### src/rtl/piso_stream_serializer.sv
// ============================================================================
// Module      : piso_stream_serializer
// Description : Parallel-in/serial-out serializer with valid/ready on both
//               sides, run-time frame length and selectable bit order.
// Revision    : 1.0 - initial release
// ============================================================================
`default_nettype none

module piso_stream_serializer #(
    parameter  int WIDTH = 8,
    localparam int CW    = $clog2(WIDTH + 1)
) (
    input  logic             clock,
    input  logic             reset_n,
    input  logic [WIDTH-1:0] in_data,
    input  logic             in_valid,
    output logic             in_ready,
    input  logic             msb_first,
    input  logic [CW-1:0]    frame_len,
    output logic             ser_out,
    output logic             ser_valid,
    input  logic             ser_ready,
    output logic             ser_last,
    output logic             busy
);

    typedef enum logic [0:0] {
        S_IDLE  = 1'b0,
        S_SHIFT = 1'b1
    } state_t;

    localparam logic [CW-1:0] C_WIDTH = CW'(WIDTH);
    localparam logic [CW-1:0] C_ONE   = CW'(1);

    state_t           r_state;
    state_t           w_state_nxt;
    logic [WIDTH-1:0] r_shift;
    logic [WIDTH-1:0] w_shift_nxt;
    logic [WIDTH-1:0] w_load_shift;
    logic             r_msb;
    logic             w_msb_nxt;
    logic [CW-1:0]    r_cnt;
    logic [CW-1:0]    w_cnt_nxt;
    logic [CW-1:0]    w_len;
    logic             r_ser_out;
    logic             r_ser_last;
    logic             w_out_nxt;
    logic             w_last_nxt;
    logic             w_accept;
    logic             w_in_ready;
    logic             w_load;

    // Out-of-range lengths collapse to a full word.
    assign w_len = ((frame_len == '0) || (frame_len > C_WIDTH)) ? C_WIDTH : frame_len;

    // MSB-first frames are left-aligned so the first bit always sits at the top.
    assign w_load_shift = msb_first ? (in_data << (C_WIDTH - w_len)) : in_data;

    assign w_accept   = (r_state == S_SHIFT) & ser_ready;
    assign w_in_ready = (r_state == S_IDLE) | (w_accept & r_ser_last);
    assign w_load     = in_valid & w_in_ready;

    always_comb begin
        w_state_nxt = r_state;
        w_shift_nxt = r_shift;
        w_msb_nxt   = r_msb;
        w_cnt_nxt   = r_cnt;
        if (w_load) begin
            w_state_nxt = S_SHIFT;
            w_shift_nxt = w_load_shift;
            w_msb_nxt   = msb_first;
            w_cnt_nxt   = w_len;
        end else if (w_accept) begin
            w_shift_nxt = r_msb ? (r_shift << 1) : (r_shift >> 1);
            w_cnt_nxt   = r_cnt - C_ONE;
            if (r_ser_last) begin
                w_state_nxt = S_IDLE;
            end
        end
        w_out_nxt  = (w_state_nxt == S_SHIFT) &
                     (w_msb_nxt ? w_shift_nxt[WIDTH-1] : w_shift_nxt[0]);
        w_last_nxt = (w_state_nxt == S_SHIFT) & (w_cnt_nxt == C_ONE);
    end

    always_ff @(posedge clock or negedge reset_n) begin
        if (!reset_n) begin
            r_state <= S_IDLE;
        end else begin
            r_state <= w_state_nxt;
        end
    end

    always_ff @(posedge clock or negedge reset_n) begin
        if (!reset_n) begin
            r_shift    <= '0;
            r_msb      <= 1'b0;
            r_cnt      <= '0;
            r_ser_out  <= 1'b0;
            r_ser_last <= 1'b0;
        end else begin
            r_shift    <= w_shift_nxt;
            r_msb      <= w_msb_nxt;
            r_cnt      <= w_cnt_nxt;
            r_ser_out  <= w_out_nxt;
            r_ser_last <= w_last_nxt;
        end
    end

    assign in_ready  = w_in_ready;
    assign ser_out   = r_ser_out;
    assign ser_valid = (r_state == S_SHIFT);
    assign ser_last  = r_ser_last;
    assign busy      = (r_state == S_SHIFT);

endmodule

`default_nettype wire

### config.mk
export PLATFORM = sky130hd
export DESIGN_NAME = piso_stream_serializer
export DESIGN_NICKNAME = d
export VERILOG_FILES = /design/src/rtl/piso_stream_serializer.sv
export SDC_FILE = /design/constraint.sdc
export NUM_CORES = 1
export LEC_CHECK = 0
export CAP_MARGIN = 20
export CORE_MARGIN = 8
export CORE_UTILIZATION = 52
export CTS_BUF_LIST = sky130_fd_sc_hd__clkbuf_16
export CTS_CLUSTER_DIAMETER = 80
export DETAILED_ROUTE_END_ITERATION = 6
export GPL_TIMING_DRIVEN = 0
export PLACE_DENSITY = 0.91
export SYNTH_ARGS = -nofsm -noshare
export SYNTH_HDL_FRONTEND = slang
export SYNTH_SLANG_ARGS = --single-unit
export TNS_END_PERCENT = 50
### constraint.sdc
create_clock -name clock -period 2 [get_ports clock]
set_clock_uncertainty 0.05 [all_clocks]
set_input_delay 0.4 -clock clock [delete_from_list [all_inputs] [get_ports clock]]
set_output_delay 0.4 -clock clock [all_outputs]
set_load 0.01 [all_outputs]
==> impl_metrics.env, run 1 <==
export IMPL_period_share=0.975
export IMPL_r2r_cells=6
export IMPL_power_total_mw=1.70
export IMPL_coreArea_um2=2230
export IMPL_io_pins=22
export IMPL_grt_start_max_net_pins=17
export IMPL_finalInstanceArea_um2=1670
export IMPL_finalNonFillerCells=196
export IMPL_synth_top_cell_area_share=0.323
export IMPL_wl_per_cell_um=17.6
export IMPL_sequentialPowerShare=0.315
export IMPL_cp_num_buf_inv=3
export IMPL_critPathRequiredTime_ps=2060
export IMPL_worstMarginPinSlew_ps=721
export IMPL_finalNetCount=188
export IMPL_yosys_warnings=0
export IMPL_hold_slack_ps=518
export IMPL_synthesis_area_um2=1240
export IMPL_antenna_found_initial=0
export IMPL_cts_buffer_depth=2
export IMPL_leakagePower_nw=0.722
export IMPL_min_path_cells=3
export IMPL_gp_routability_congestion=0.900
export IMPL_drive_above_1_share=0.173
export IMPL_start_util=0.556
export IMPL_r2r_start="r_msb"
export IMPL_grt_pass1_wl_mm=5.59
export IMPL_die_h_um=64.9
export IMPL_async_reset_ff_frac=1.00
export IMPL_place_inst=187
export IMPL_drcViolationCount=0
export IMPL_syn_area_per_cell_um2=8.93
export IMPL_setup_violations=0
export IMPL_clockRootBuffer="clkbuf_16"
export IMPL_slowest_stage="mux4_2"
export IMPL_wl_mm=3.46
export IMPL_synth_edff_count=0
export IMPL_antennaDiodeCount=0
export IMPL_synth_seq_area_share=0.323
export IMPL_clock_latency_ps=250
export IMPL_reg2reg_to="ser_out"
export IMPL_hp_class="in -> reg"
export IMPL_status="completed"
export IMPL_synth_flop_cell="dfrtp_1"
export IMPL_criticalPathCategory="in -> reg"
export IMPL_p_clk_frac=0.228
export IMPL_p_switching_mw=0.617
export IMPL_cts_tree="done"
export IMPL_synth_area_top_cells="dfrtp_1 32%, mux2i_1 12%, a21oi_1 6.0%"
export IMPL_placed_area_um2=1500
export IMPL_via_per_inst=6.32
export IMPL_crit_path_max_incr_delay_ps=530
export IMPL_p_comb_frac=0.456
export IMPL_ant_nets=0
export IMPL_cts_buffers_inserted=3
export IMPL_worstPathMaxFanout=8
export IMPL_rows=17
export IMPL_hold_violations=0
export IMPL_synth_most_common_cell="dfrtp_1"
export IMPL_drv_cap=0
export IMPL_grt_total_usage=0.165
export IMPL_synth_seq_cells=16
export IMPL_peakVddDrop_uv=860
export IMPL_syn_nets=158
export IMPL_drt_initial_drc_count=90
export IMPL_yosys_area_top_type="dfrtp_1"
export IMPL_worstHoldStart="frame_len[3]"
export IMPL_sw_frac_of_total=0.363
export IMPL_die_area_um2=4210
export IMPL_path_clk_slew_ps=50
export IMPL_die_x_um=64.9
export IMPL_fill_cells=165
export IMPL_ys_top_cells_by_count="16 x dfrtp_1, 15 x a21oi_1, 15 x mux2i_1"
export IMPL_syn_to_final_growth_pct=34.3
export IMPL_maxSlewHeadroom=0.518
export IMPL_worstPathArrival_ps=2010
export IMPL_cpMostUsedCell="buf_8"
export IMPL_p_int_mw=1.08
export IMPL_synth_cell_types=38
export IMPL_port_buffers=20
export IMPL_synthCells=139
export IMPL_layout_min_cycle_time_ps=1950
export IMPL_start_kind="input pin"
export IMPL_cp_top_family="multiplexers"
export IMPL_grt_setup_unrepaired="yes"
export IMPL_maxSlewViolCount=0
export IMPL_cp_cell_sequence="buf_8 -> nand2b_4 -> buf_8 -> ha_4 -> buf_6 -> xnor2_4 -> mux4_2 -> nor3_2 -> o22ai_1"
export IMPL_num_vias=1238
export IMPL_hold_end="r_cnt[3]"
export IMPL_end_kind="flip-flop"
export IMPL_p_per_area_nw_per_um2=1020
export IMPL_cts_sinks=16
export IMPL_reg2reg_slack_ps=270
export IMPL_first_pass_iters=4
export IMPL_max_freq_mhz=513
export IMPL_grt_pass1_vias=1236
export IMPL_grt_overflow=0
export IMPL_cts_max_level=1
export IMPL_dp_hpwl_mm=2.45
-- worst max-delay path by stage --
stage | from | to | slack, ps | cells after the start
6_report | frame_len[3] | r_shift[5] | 50 | 9
3_5_place_dp | frame_len[0] | r_shift[5] | -840 | 9
2_1_floorplan | frame_len[3] | r_shift[5] | -70 | 8
4_1_cts | frame_len[3] | r_shift[5] | -20 | 9
3_3_place_gp | frame_len[0] | ser_out | -780 | 9
5_1_grt | frame_len[1] | r_shift[4] | -20 | 10
-- per-stage QoR --
stage,worst slack [ps],utilization,TNS (ps)
global route,-23.7,0.746,-44.2
finish,49.9,0.746,0
floorplan,-69.1,-,-109
global placement,-776,0.670,-5820
CTS,-20.2,0.731,-20.2
detailed placement,-838,0.670,-6330
-- layout make-up --
cell class                 instances  area (um^2)  share of cell area
sequential                        16          400               0.240
tap                               28         35.0              0.0210
clock inverter                     1         3.75             0.00225
multi-input combinational        108          825               0.495
timing repair buffer              25          236               0.142
inverter                           5         18.8              0.0113
buffer                            10         72.6              0.0435
clock buffer                       3         75.1              0.0450
-- layer usage --
layer	vias up	GRT usage	routed length (um)
met1	591	0.192	1450
met2	61	0.261	1670
met3	12	0.0412	226
met4	0	0.112	106
li1	574	-	-
met5	-	0	0
-- registers in the layout (all words and copies together), names as in the netlist --
signal and count:
busy 1, r_cnt 4, r_msb 1, r_shift 8
ser_last 1, ser_out 1
-- placed cells by master (no fill, tap or decap), drive strengths merged --
| cell | count |
|---|---|
| dlygate4sd2 | 3 |
| nand3b | 1 |
| dfrtp | 16 |
| o21bai | 1 |
| and2 | 2 |
| a211oi | 1 |
| a21oi | 15 |
| clkinv | 2 |
| mux2i | 15 |
| o21ai | 6 |
| a22o | 1 |
| nor4 | 2 |
| xor2 | 3 |
| mux4 | 2 |
| o22ai | 4 |
| a221oi | 3 |
| buf | 10 |
| nor3b | 1 |
| and2b | 1 |
| o311ai | 1 |
| nand2 | 10 |
| a21bo | 1 |
| and3 | 3 |
| o2111ai | 1 |
| nand2b | 4 |
| a32oi | 3 |
| ha | 2 |
| o211ai | 3 |
| nor2 | 9 |
| inv | 4 |
| nand3 | 5 |
| o311a | 1 |
| clkbuf | 10 |
| a21boi | 1 |
| nor3 | 3 |
| clkdlybuf4s50 | 15 |
| xnor2 | 3 |
-- worst reg2reg max path, stage by stage, from the launching register on --
cell and delay [ps]:
dfrtp_1 320, clkbuf_1 390, inv_1 150, and3_1 180
a21oi_1 170, o22ai_1 130, a22o_1 220
-- what timing repair did --
action | CTS | global route
pin swaps | 4 | 2
resized for setup | 20 | 11
hold buffers | 0 | 0
setup buffers | 5 | 0
setup endpoints to repair | 10 | 5
-- power by group through the flow --
stage / logic, mW / registers, mW / clock network, mW
2_1_floorplan: 0.509 / 0.523 / 0
6_report: 0.775 / 0.536 / 0.388
4_1_cts: 0.738 / 0.528 / 0.390
3_3_place_gp: 0.688 / 0.529 / 0
5_1_grt: 0.847 / 0.554 / 0.402
3_5_place_dp: 0.716 / 0.533 / 0
-- cells by family (layout without fill, tap and decap cells) --
logic type	after synthesis	count (layout)	synth area share
AOI/OAI and AO/OA	42	42	0.221
xor gates and xnor gates	6	6	0.0575
adders and majority gates	2	2	0.0202
buffers and inverters	15	44	0.0524
DFF	16	16	0.323
muxes	17	17	0.157
and+or+nand+nor	41	41	0.169
(Power assumes the default switching activity.)
==> inputs of run 2 (changes only) <==
--- a/config.mk
+++ b/config.mk
@@ -5,6 +5,7 @@
 export SDC_FILE = /design/constraint.sdc
 export NUM_CORES = 1
 export LEC_CHECK = 0
+export ABC_CLOCK_PERIOD_IN_PS = 2000
 export CAP_MARGIN = 20
 export CORE_MARGIN = 8
 export CORE_UTILIZATION = 52
==> results of run 2 <==
Final layout, timing and power as in run 1 (identical DEF).
==> inputs of run 3 (changes only) <==
--- a/config.mk
+++ b/config.mk
@@ -17,4 +17,4 @@
 export SYNTH_ARGS = -nofsm -noshare
 export SYNTH_HDL_FRONTEND = slang
 export SYNTH_SLANG_ARGS = --single-unit
-export TNS_END_PERCENT = 50
+export TNS_END_PERCENT = 1
==> run 3 against run 2 <==
Via count up 0.16%. Fmax down 0.46%. Sequential cell count stayed put. Global-route usage is 0.40 points higher. Routed wire length increased by 1.9%. Final cell count unchanged. Register-to-register slack about the same. Clock power about the same. Critical path depth unchanged.
==> impl_metrics.env, run 3 (synthesis gave the netlist of run 1 again) <==
export IMPL_ant_nets=0
export IMPL_multi_input_area_um2=821
export IMPL_grt_overflow=0
export IMPL_reg_top3="r_shift (8), r_cnt (4)"
export IMPL_r2r_cells=5
export IMPL_peakVddDrop_uv=841
export IMPL_hp_class="in -> async"
export IMPL_cts_max_level=1
export IMPL_hold_buffers=0
export IMPL_hold_violations=0
export IMPL_first_pass_iters=4
export IMPL_finalInstanceArea_um2=1660
export IMPL_worstPathArrival_ps=2020
export IMPL_drt_initial_drc_count=93
export IMPL_antennaDiodeCount=0
export IMPL_grt_pass1_wl_mm=5.70
export IMPL_maxSlewViolCount=0
export IMPL_cp_cell_sequence="buf_8 -> nand2b_4 -> buf_8 -> ha_4 -> buf_6 -> xnor2_4 -> mux4_2 -> nor3_2 -> o22ai_1"
export IMPL_period_share=0.980
export IMPL_rows=17
export IMPL_regMostFlops="r_shift"
export IMPL_clockRootBuffer="clkbuf_16"
export IMPL_cts_buffers_inserted=3
export IMPL_port_buffers=20
export IMPL_die_x_um=64.9
export IMPL_cpMostUsedCell="buf_8"
export IMPL_grt_pass1_vias=1224
export IMPL_final_cell_mix="16 x dfrtp_1, 15 x a21oi_1, 15 x mux2i_1, 15 x clkdlybuf4s50_1, 10 x nand2_1"
export IMPL_p_per_area_nw_per_um2=1020
export IMPL_worstMarginPinSlew_ps=724
export IMPL_drcViolationCount=0
export IMPL_placed_area_um2=1500
export IMPL_drive_above_1_share=0.167
export IMPL_die_area_um2=4210
export IMPL_die_h_um=64.9
export IMPL_path_clk_slew_ps=50
export IMPL_setup_violations=0
export IMPL_layout_commonest_cell="dfrtp_1"
export IMPL_power_total_mw=1.70
export IMPL_wl_per_cell_um=18.0
export IMPL_drv_cap=0
export IMPL_io_pins=22
export IMPL_status="completed"
export IMPL_finalNetCount=188
export IMPL_coreArea_um2=2230
export IMPL_via_per_inst=6.33
export IMPL_cts_sinks=16
export IMPL_grt_start_max_net_pins=17
export IMPL_grt_total_usage=0.169
export IMPL_start_util=0.556
export IMPL_fill_cells=161
export IMPL_cts_tree="done"
export IMPL_worstPathMaxFanout=8
export IMPL_num_vias=1240
export IMPL_maxSlewHeadroom=0.516
export IMPL_regArea_um2=400
export IMPL_end_kind="flip-flop"
export IMPL_critPathRequiredTime_ps=2060
export IMPL_leakagePower_nw=0.722
export IMPL_syn_to_final_growth_pct=34.0
export IMPL_gp_routability_congestion=0.900
export IMPL_largest_reg_flops=8
export IMPL_antenna_found_initial=0
export IMPL_criticalPathCategory="in -> reg"
export IMPL_cts_buffer_depth=2
export IMPL_crit_path_max_incr_delay_ps=530
export IMPL_layout_min_cycle_time_ps=1960
export IMPL_clock_latency_ps=250
export IMPL_wl_mm=3.52
export IMPL_start_kind="input pin"
export IMPL_dp_hpwl_mm=2.45
export IMPL_slowest_stage="mux4_2"
export IMPL_max_freq_mhz=510
## run 3: area by class of cell
cell class                 count  area share
inverter                       5      0.0113
buffer                        10      0.0414
multi-input combinational    108       0.494
timing repair buffer          25       0.144
clock buffer                   3      0.0451
sequential                    16       0.241
clock inverter                 1     0.00226
tap                           28      0.0211
## run 3: report_power, final
group          switching, mW  internal (mW)  total (mW)
Combinational          0.419          0.364       0.783
Clock                  0.120          0.265       0.385
Sequential            0.0846          0.452       0.536
Total                  0.624           1.08        1.70
## run 3: through the flow
step                      TNS [ps]   util  setup WS, ps  hold WS (ps)  std cells
after floorplan               -109      -         -69.1          54.4        139
after global placement       -5820  0.670          -776           520        187
after detailed placement     -6330  0.670          -838           530        187
after CTS                    -20.2  0.729         -20.2           474        196
after global routing         -18.8  0.745         -15.2           568        196
final                            0  0.745          40.9           536        196
## run 3: routing by layer
layer	track usage	part of all wire	up-vias
met5	0	0	-
met4	0.0981	0.026	0
met3	0.0378	0.068	8
met2	0.271	0.49	67
met1	0.202	0.42	589
li1	-	-	576
## run 3: repair_timing
action,4_1_cts,5_1_grt
pin swaps,4,3
setup endpoints to repair,10,5
gates resized for setup,19,11
buffers inserted,5,0
## run 3: worst max-delay path, delay by kind of cell
family,cells,cell delay [ps]
xor+xnor,1,190
compound gates,1,110
fa+ha+maj,1,150
buf+inv,3,350
mux,1,530
simple gates,2,290
## run 3: final timing paths
check,start,to,slack [ps]
hold / removal,reset_n,r_cnt[0],540
setup / recovery,frame_len[3],r_shift[5],40
hold reg to reg,r_shift[3],r_shift[3],550
min in group clock,frame_len[3],r_shift[4],540
setup reg to reg,busy,ser_last,270
max in group asynchronous,reset_n,r_shift[2],900
